$ cat config.mk
export PLATFORM = sky130hd
export DESIGN_NAME = cpu_run_ctrl
export DESIGN_NICKNAME = d
export VERILOG_FILES = /design/src/rtl/cpu_run_ctrl.sv
export SDC_FILE = /design/constraint.sdc
export NUM_CORES = 1
export LEC_CHECK = 0
export ABC_AREA = 1
export CORE_ASPECT_RATIO = 0.5
export CORE_MARGIN = 3
export CORE_UTILIZATION = 45
export CTS_BUF_LIST = sky130_fd_sc_hd__clkbuf_8 sky130_fd_sc_hd__clkbuf_16
export DETAILED_ROUTE_END_ITERATION = 8
export PLACE_DENSITY_LB_ADDON = 0.08
export SYNTH_ARGS = -nofsm -noshare
export SYNTH_HDL_FRONTEND = slang
export SYNTH_SLANG_ARGS = --single-unit
$ cat constraint.sdc
create_clock -name clk -period 1.8 [get_ports clk]
set_input_delay 0.54 -clock clk [delete_from_list [all_inputs] [get_ports clk]]
set_output_delay 0.54 -clock clk [all_outputs]
set_load 0.01 [all_outputs]
$ cat src/rtl/cpu_run_ctrl.sv
// Run/step/halt sequencer for the single-cycle MIPS core: debounces RUN/STEP,
// drives the global core enable and interprets retired exit/LED syscalls.
module cpu_run_ctrl #(
    parameter int unsigned DEBOUNCE_CYCLES = 4,
    parameter logic [31:0] EXIT_CODE       = 32'd10,
    parameter logic [31:0] LED_CODE        = 32'd34
) (
    input  logic        clk,
    input  logic        rst,
    input  logic        btn_run,
    input  logic        btn_step,
    input  logic        syscall_valid,
    input  logic [31:0] syscall_code,
    input  logic [31:0] syscall_arg,
    output logic        cpu_en,
    output logic [2:0]  run_state,
    output logic        halted,
    output logic [31:0] led_data,
    output logic        led_valid,
    output logic [31:0] cycles_run
);

    localparam int unsigned CW = $clog2(DEBOUNCE_CYCLES);
    localparam logic [CW-1:0] CNT_MAX = CW'(DEBOUNCE_CYCLES - 1);

    typedef enum logic [2:0] {
        S_IDLE  = 3'd0,
        S_RUN   = 3'd1,
        S_PAUSE = 3'd2,
        S_STEP  = 3'd3,
        S_HALT  = 3'd4
    } state_t;

    state_t        r_state;
    state_t        w_next;
    logic [1:0]    w_raw;
    logic [1:0]    r_lvl;
    logic [1:0]    r_lvl_q;
    logic [CW-1:0] r_cnt [2];
    logic [1:0]    w_pulse;
    logic          w_run_pulse;
    logic          w_step_pulse;
    logic          w_sys_exit;
    logic          w_sys_led;
    logic [31:0]   r_led_data;
    logic          r_led_valid;
    logic [31:0]   r_cycles_run;

    // Index 0 is RUN, index 1 is STEP.
    assign w_raw        = {btn_step, btn_run};
    assign w_pulse      = r_lvl & ~r_lvl_q;
    assign w_run_pulse  = w_pulse[0];
    assign w_step_pulse = w_pulse[1];

    always_ff @(posedge clk) begin
        if (rst) begin
            r_lvl   <= '0;
            r_lvl_q <= '0;
            for (int unsigned i = 0; i < 2; i++) begin
                r_cnt[i] <= '0;
            end
        end else begin
            r_lvl_q <= r_lvl;
            for (int unsigned i = 0; i < 2; i++) begin
                if (w_raw[i] != r_lvl[i]) begin
                    if (r_cnt[i] == CNT_MAX) begin
                        r_lvl[i] <= w_raw[i];
                        r_cnt[i] <= '0;
                    end else begin
                        r_cnt[i] <= r_cnt[i] + CW'(1);
                    end
                end else begin
                    r_cnt[i] <= '0;
                end
            end
        end
    end

    assign cpu_en     = (r_state == S_RUN) || (r_state == S_STEP);
    assign w_sys_exit = syscall_valid && cpu_en && (syscall_code == EXIT_CODE);
    assign w_sys_led  = syscall_valid && cpu_en && (syscall_code == LED_CODE);

    always_comb begin
        w_next = r_state;
        case (r_state)
            S_IDLE, S_PAUSE: begin
                if (w_run_pulse)       w_next = S_RUN;
                else if (w_step_pulse) w_next = S_STEP;
            end
            S_RUN: begin
                if (w_sys_exit)       w_next = S_HALT;
                else if (w_run_pulse) w_next = S_PAUSE;
            end
            S_STEP:  w_next = w_sys_exit ? S_HALT : S_PAUSE;
            S_HALT:  w_next = S_HALT;
            default: w_next = S_IDLE;
        endcase
    end

    always_ff @(posedge clk) begin
        if (rst) begin
            r_state      <= S_IDLE;
            r_led_data   <= '0;
            r_led_valid  <= 1'b0;
            r_cycles_run <= '0;
        end else begin
            r_state     <= w_next;
            r_led_valid <= w_sys_led;
            if (w_sys_led) begin
                r_led_data <= syscall_arg;
            end
            if (cpu_en) begin
                r_cycles_run <= r_cycles_run + 32'd1;
            end
        end
    end

    assign run_state  = r_state;
    assign halted     = (r_state == S_HALT);
    assign led_data   = r_led_data;
    assign led_valid  = r_led_valid;
    assign cycles_run = r_cycles_run;

endmodule

* Word-level counts from Yosys, hierarchy flattened
Memory sizes are Yosys's and may differ from the RTL's.
Cells that the tools add are included.
** Word-level totals
- Bits in registers :: 72
- Bits in writable memories :: 4
- Input bits :: 69
- Output and inout bits :: 70
- Word-level logic and storage cells :: 76
- Memories kept :: 1
** Memories
- r_cnt :: words 2, bits a word 2, rd ports 2, clocked after Yosys merged registers in 0, wr ports 2, line 39 : logic [CW-1:0] r_cnt [2];
** Operators by class
- Add/subtract/negate cells :: 3
- Eq/ne operators :: 12
- Multiplexer cells :: 36
- Bitwise operators :: 8
- Reduce and logical (&&, ||, !) cells :: 9
** Operator list (count)
- 32-bit by 1-bit adder with 32-bit output (second input constant) :: 1
- 32-bit by 4-bit equality test with 1-bit output (second input constant) :: 1
- 32-bit by 6-bit equality test with 1-bit output (second input constant) :: 1
- 1-bit two-way mux :: 24
- 3-bit two-way mux :: 5
- 2-bit two-way mux :: 6
- 3-bit one-hot mux with 4 select lines :: 1
- 3-bit by 2-bit equality test with 1-bit output (second input constant) :: 2
- 3-bit != test (second input constant) :: 2
- 1-bit OR :: 6
- 2-bit AND reduction :: 3
- 2-bit by 1-bit adder with 2-bit output (second input constant) :: 2
- 2-bit equality test (second input constant) :: 2
- 3-bit by 1-bit equality test with 1-bit output (second input constant) :: 1
- 3-bit equality test (second input constant) :: 1
- 1-bit logical AND :: 3
- 3-bit logical NOT :: 1
- 2-bit bitwise AND :: 1
- 1-bit != test :: 2
- 2-bit inverter :: 1
- 2-bit OR reduction :: 1
- 1-bit logical OR :: 1

* Depth between registers and ports, before layout
Gate-level depths: netlist of run 1.
- Depth after elaboration :: 8
- Mapped depth :: 10

* Worst setup path after synthesis of run 1
No wires, ideal clock.
- Path kind :: input -> register
- Start point :: input syscall_code[16]
- End point :: register r_led_data[10] (netlist: led_data[10])
- Library setup time :: 0.141 ns
- Arrival time :: 1.438 ns
- Data required time :: 1.659 ns
- Slack :: 0.221 ns
- Cell stages on the path :: 9
- Path buffers :: 1
- Cells stage by stage :: inv_1 nand2_1 nor2_1 nand2_1 nor2_1 nand4_2 buf_2 nor2_1 nor3_2
** Between the ends
- Longest elaborated chain between the ends :: 2
** RTL lines
- start, declared :: line 13 : input logic [31:0] syscall_code,
- 32-bit by 6-bit equality test with 1-bit output :: line 81 : assign w_sys_led = syscall_valid && cpu_en && (syscall_code == LED_CODE);
- 1-bit logical AND :: line 81
- end signal, assigned :: line 110 : r_led_data <= syscall_arg;
- end, declared :: line 45 : logic [31:0] r_led_data;
No other way between the ends.
A chain may end at the register's enable or synchronous reset.

* Worst setup path in the final report of run 1
- Start point :: input syscall_code[2]
- End point :: register r_led_data[17] (netlist: led_data[17])
The elaborated chain is that of the path after synthesis.

==> results of run 1 <==
logic make-up after synthesis:
| group | synth area share (%) |
|---|---|
| compound gates | 10.03 |
| simple gates | 38.07 |
| xor+xnor | 1.601 |
| buf+inv | 8.431 |
| other cells | 0.09795 |
| fa+ha+maj | 0.9805 |
| flops | 40.78 |
where the power goes:
group	total, mW	switching [mW]	internal (mW)
combinational	0.390	0.188	0.202
sequential	1.74	0.0166	1.72
clock	1.62	0.703	0.912
flip-flops by register name, indices dropped and copies added, names as in the netlist:
name / flops
r_lvl: 2
led_valid: 1
run_state: 3
r_cnt: 4
cycles_run: 32
r_lvl_q: 2
led_data: 32
cells in the final DEF (no fill, tap or decap), types with 4 or more instances in the layout:
cell and instances:
nand4_1 6, nor3_4 4, nand3_1 8, dlymetal6s2s_1 35, nor2_2 24, nand2_1 98, dfxtp_2 7, edfxtp_1 4
dlygate4sd2_1 33, nor2_4 19, dfxtp_1 65, inv_1 53, a21oi_1 50, conb_1 4, nor3_1 5, clkinv_2 4
nor3_2 33, nand2_2 6, xor2_1 4, o21bai_1 4, clkbuf_16 12, nor2_1 79, clkdlybuf4s50_1 69, nand3_2 4
buf_4 23, buf_6 5, o21ai_0 9
what timing repair did:
| action | 4_1_cts | 5_1_grt |
|---|---|---|
| endpoints found under the setup margin | 34 | 53 |
| cloned | 0 | 6 |
| resized for setup | 40 | 123 |
| setup buffers | 0 | 5 |
| endpoints found under the hold margin | 0 | 0 |
| pin swaps | 0 | 11 |
| hold buffers | 0 | 0 |
metal layers:
metal  vias up  global-route usage, %  share of wire (%)
li1       2033                      -                  -
met3        25                  6.311                6.8
met5         -                      0                  0
met2       129                  38.08                 48
met4         0                  7.039                2.2
met1      1871                  29.06                 42
worst max path at each step:
stage                                            to  slack, ns  cells past startpoint
after floorplan           led_data[10]$_SDFFE_PP0P_       0.22                      9
after global placement     led_data[7]$_SDFFE_PP0P_      -0.27                      9
after detailed placement   led_data[6]$_SDFFE_PP0P_      -0.33                      9
after CTS                              led_data[12]      0.003                      1
after global routing      led_data[17]$_SDFFE_PP0P_      -0.11                      8
final                     led_data[17]$_SDFFE_PP0P_      -0.02                      8
metrics by stage:
step / util (%) / TNS, ns / worst slack, ns / hold slack (ns) / area, µm²
2_1_floorplan: - / 0 / 0.2211 / 0.4475 / 3840
3_3_place_gp: 66.86 / -9.249 / -0.2735 / 0.4671 / 5445
3_5_place_dp: 66.86 / -10.50 / -0.3305 / 0.4722 / 5445
4_1_cts: 69.66 / 0 / 0.002784 / 0.5005 / 5673
5_1_grt: 76.14 / -1.996 / -0.1139 / 0.5270 / 6201
6_report: 76.14 / -0.01544 / -0.01544 / 0.4962 / 6201
worst min-delay path, cell delays in order (launching register included):
cell and delay (ns):
dfxtp_1 0.34, inv_1 0.08, nor2_1 0.04
final cells by class:
type	count	area share (%)
multi-input combinational	382	35.82
timing repair buffer	174	29.14
sequential	76	25.32
clock buffer	9	3.632
inverter	54	3.269
tap	112	2.260
clock inverter	7	0.5650
==> impl_metrics.toml, run 1 <==
[timing]
setup_violations = 1
finalHoldViolations = 0
min_period_ns = 1.815
finalMaxSlewViolations = 0
fmaxAchievable_ghz = 0.5508
clock_skew_ns = 0.005300
grt_setup_unrepaired = "yes"
finalWorstSetupSlack_ns = -0.01544
period_share_pct = 100.9

[setup_path]
endpoint_kind = "register"
regToRegSetupSlack_ns = 0.07
startpoint = "syscall_code[2]"
path_max_fanout = 7
reg2reg_depth = 9
crit_chain = "clkdlybuf4s50_1, nor2_1, nand3_2, nor2_4, nand4_4, clkbuf_16, nor2_2, nor3_2"
critPathArrivalTime_ns = 2.04
required_ns = 2.02
worst_r2r_startpoint = "run_state[0]$_SDFFE_PP0P_"
rr_endpoint = "led_data[17]$_SDFFE_PP0P_"
path_delay_family = "simple AND/OR/NAND/NOR gates"
start_kind = "primary input"
slowest_delay_ns = 0.43
crit_buf_inv = 2
path_class = "primary input to register"
crit_slowest_cell = "clkdlybuf4s50_1"

[min_path]
hp-start = "r_lvl[1]$_SDFFE_PP0N_"
worstHoldEndpoint = "r_lvl_q[1]$_SDFF_PP0_"
holdPathStages = 2
hold_class = "register to register"

[pwr]
peakVddDrop_uv = 451.6
total_power_mw = 3.741
leakagePower_nw = 2.943
power_density_nw_per_um2 = 603.3

[routing]
first_iter_violations = 212
antenna_left = 0
vias = 4058
avgViaCountPerCell = 4.985
drt-total-wl_um = 12270
drc_errors = 0
firstDrtPassIters = 4
avgRoutedWirePerCell_um = 15.07

[cells_and_area]
area_growth_pct = 61.96
diodes = 0
multiInputGateArea_um2 = 2221
drive_gt1_share_pct = 22.36
fillers = 605
nets = 769
regArea_um2 = 1570
stdcell_count = 814

[synthesis]
synth_common_cells = "119 x nor2_1, 102 x nand2_1, 72 x dfxtp_1, 53 x inv_1, 51 x a21oi_1"
yosys_register_bits = 76
yosys_warnings = 0
yosysTopAreaCellShare_pct = 37.65
synthCells = 529
synth_area_um2 = 3829
syn_area_per_cell_um2 = 7.238
synth_edf_count = 4
synth_top_area_cell = "dfxtp_1"
synth_ff_type = "dfxtp_1"
seq_area_frac_synth_pct = 40.78
async_flop_share_pct = 0
synth_area_leaders = "dfxtp_1 38%, nor2_1 12%, nand2_1 10%, nor3_2 8.4%, a21oi_1 6.7%"
yosysMostFrequentCell = "nor2_1"
synth.distinct_cells = 36

[run]
max-cap-violations = 0

[global_route]
grt_pass1_wl_um = 17750
grt_overflow = 0
grt_max_degree = 55
grt_pass1_vias = 3787
antenna_found_initial = 0
grtUsageTotal_pct = 22.79

[clocking]
cts_tree = "done"
cts_buffer_depth = 2
cts.sinks = 76
clock_latency_ns = 0.34
root_buffer = "clkbuf_16"
htreeDepth = 3
numCtsBuffers = 9
clk_pin_slew_worst_paths_ns = 0.06

[floorplanning]
io_pins = 139
die_y_um = 71.23
start_util_pct = 47.01
die_w_um = 136.4
coreArea_um2 = 8144
dieArea_um2 = 9718
placement_rows = 23

[run_status]
violations = "setup timing"
outcome = "finished, violations left"

[placement]
dp_hpwl_um = 7971
io_buffers = 138
gp_congestion = 0.8801
dpl.cell_count = 787
(Power assumes the default switching activity.)
==> run 2, diff against run 1 <==
- SLEW_MARGIN: unset -> 15
- TNS_END_PERCENT: unset -> 30
==> run 2 against run 1 <==
Compared with the run above:
- combinational power fell by 4%
- the flow still finishes with violations (setup timing)
- total power decreased by 0.78%
- cell area fell by 4.7%
- sequential cell count stayed put
- maximum frequency shrank 2.0%
- die area unchanged
- global-route usage unchanged
- critical path depth up 1
- clock power barely moved
- clock-buffer cell count stayed put
- cell count shrank 1.1%
- worst hold slack improved by 0.0037 ns
==> impl_metrics.toml, run 2 (synthesized netlist as in run 1, its figures left out) <==
[cells_and_area]
fillers = 686
area_growth_pct = 54.28
layout_commonest_cell = "nand2_1"
fin_util_pct = 72.53
diodes = 0
layout_common_cells = "100 x nand2_1, 95 x nor2_1, 93 x clkdlybuf4s50_1"
drive_gt1_share_pct = 18.33
nets = 760

[floorplanning]
start_util_pct = 47.01
die_y_um = 71.23
die_w_um = 136.4
coreArea_um2 = 8144
io_pins = 139
dieArea_um2 = 9718
placement_rows = 23

[timing]
setup_violations = 16
finalMaxSlewViolations = 0
fmaxAchievable_ghz = 0.5399
fin_setup_tns_ns = -0.2200
clock_skew_ns = 0.004548
period_share_pct = 102.9
finalHoldViolations = 0
grt_setup_unrepaired = "yes"
min_period_ns = 1.852
finalWorstSetupSlack_ns = -0.05225

[routing]
avgRoutedWirePerCell_um = 13.87
drt-total-wl_um = 11170
drc_errors = 0
first_iter_violations = 200
vias = 3916
avgViaCountPerCell = 4.865
firstDrtPassIters = 4
antenna_left = 0

[global_route]
use_met2_pct = 38.08
grt_busiest_layer = "met2"
grtUsageMet1_pct = 29.06
grt_max_degree = 55
gr-usage-met3_pct = 6.311
grt_pass1_vias = 3787
grt_overflow = 0
antenna_found_initial = 0
grt_pass1_wl_um = 17750
grtUsageTotal_pct = 22.79

[setup_path]
required_ns = 2.01
crit_top_cell = "nor2_1"
crit_buf_inv = 2
crit_chain = "clkdlybuf4s50_1, nor2_1, and2_4, nand2_2, nor2_4, nand4_4, clkbuf_16, nor2_1, nor3_1"
crit_slowest_cell = "clkdlybuf4s50_1"
rr_endpoint = "led_data[24]$_SDFFE_PP0P_"
start_kind = "primary input"
path_delay_family = "simple AND/OR/NAND/NOR gates"
path_class = "primary input to register"
endpoint_kind = "register"
worst_r2r_startpoint = "run_state[0]$_SDFFE_PP0P_"
slowest_delay_ns = 0.39
reg2reg_depth = 9
critPathArrivalTime_ns = 2.06
regToRegSetupSlack_ns = 0.06
path_max_fanout = 9

[run]
max-cap-violations = 0

[clocking]
clk_pin_slew_worst_paths_ns = 0.06
cts_setup_buffers = 0
root_buffer = "clkbuf_16"
cts_tree = "done"
cts.sinks = 76
htreeDepth = 3
clock_latency_ns = 0.34
numCtsBuffers = 9
cts_buffer_depth = 2
hold_buffers = 0

[pwr]
total_power_mw = 3.712
peakVddDrop_uv = 446.0
power_density_nw_per_um2 = 628.4
leakagePower_nw = 2.652

[placement]
dp_hpwl_um = 7971
io_buffers = 138
gp_congestion = 0.8801

[min_path]
worstHoldEndpoint = "led_data[6]$_SDFFE_PP0P_"
holdPathStages = 2
hold_class = "register to register"
hp-start = "led_data[6]$_SDFFE_PP0P_"

[run_status]
violations = "setup timing"
outcome = "finished, violations left"
==> run 2: cell types whose count changed in the layout (fill, tap and decap cells not counted), sizes merged <==
cell / delta
clkdlybuf4s50: +24
dlymetal6s2s: -24
buf: -8
clkbuf: -1
==> run 2: layout make-up <==
class | instances | area (µm²) | area share (%)
repair buffers | 165 | 1637 | 27.71
flip-flops and latches | 76 | 1570 | 26.58
clock buffers | 9 | 225.2 | 3.813
multi-input cells | 382 | 2097 | 35.50
inverters | 54 | 202.7 | 3.431
well taps | 112 | 140.1 | 2.372
clock inverters | 7 | 35.03 | 0.5931
==> run 2: power by group <==
group	internal (mW)	leakage (nW)	total, mW	switching (mW)
Combinational	0.205	1.89	0.376	0.171
Sequential	1.72	0.625	1.74	0.0167
Clock	0.912	0.134	1.60	0.688
==> run 2: routing by layer <==
| metal | part of all wire, % | routed length, µm |
|---|---|---|
| met4 | 1.7 | 193 |
| met3 | 6.6 | 740 |
| met5 | 0 | 0 |
| met2 | 47 | 5259 |
| met1 | 45 | 4973 |
==> run 2: worst max-delay path by stage <==
stage | to | depth (start not counted) | startpoint
after floorplan | led_data[10]$_SDFFE_PP0P_ | 9 | syscall_code[16]
after global placement | led_data[7]$_SDFFE_PP0P_ | 9 | syscall_code[31]
after detailed placement | led_data[6]$_SDFFE_PP0P_ | 9 | syscall_code[31]
after CTS | led_data[12] | 1 | led_data[12]$_SDFFE_PP0P_
after global routing | led_data[24]$_SDFFE_PP0P_ | 10 | syscall_code[16]
final | led_data[24]$_SDFFE_PP0P_ | 9 | syscall_code[31]
==> run 2: timing repair <==
item	CTS	global route
pin swaps	0	5
resized for setup	40	56
cloned	0	2
endpoints found under the setup margin	34	53
==> run 2: worst register-to-register path: cells and delay by family (launching register included) <==
kind / cells / cell delay [ns]
AND/OR/NAND/NOR: 6 / 0.76
buffers and inverters: 3 / 0.50
flip-flops: 1 / 0.36
==> run 2: metrics by stage <==
| stage | hold slack, ns | cell area, µm² | std cells | setup WS [ns] |
|---|---|---|---|---|
| final | 0.4999 | 5907 | 805 | -0.05225 |
| after global routing | 0.5102 | 5907 | 805 | -0.1429 |
| after global placement | 0.4671 | 5445 | 787 | -0.2735 |
| after detailed placement | 0.4722 | 5445 | 787 | -0.3305 |
| after floorplan | 0.4475 | 3840 | 532 | 0.2211 |
| after CTS | 0.5005 | 5673 | 803 | 0.002784 |
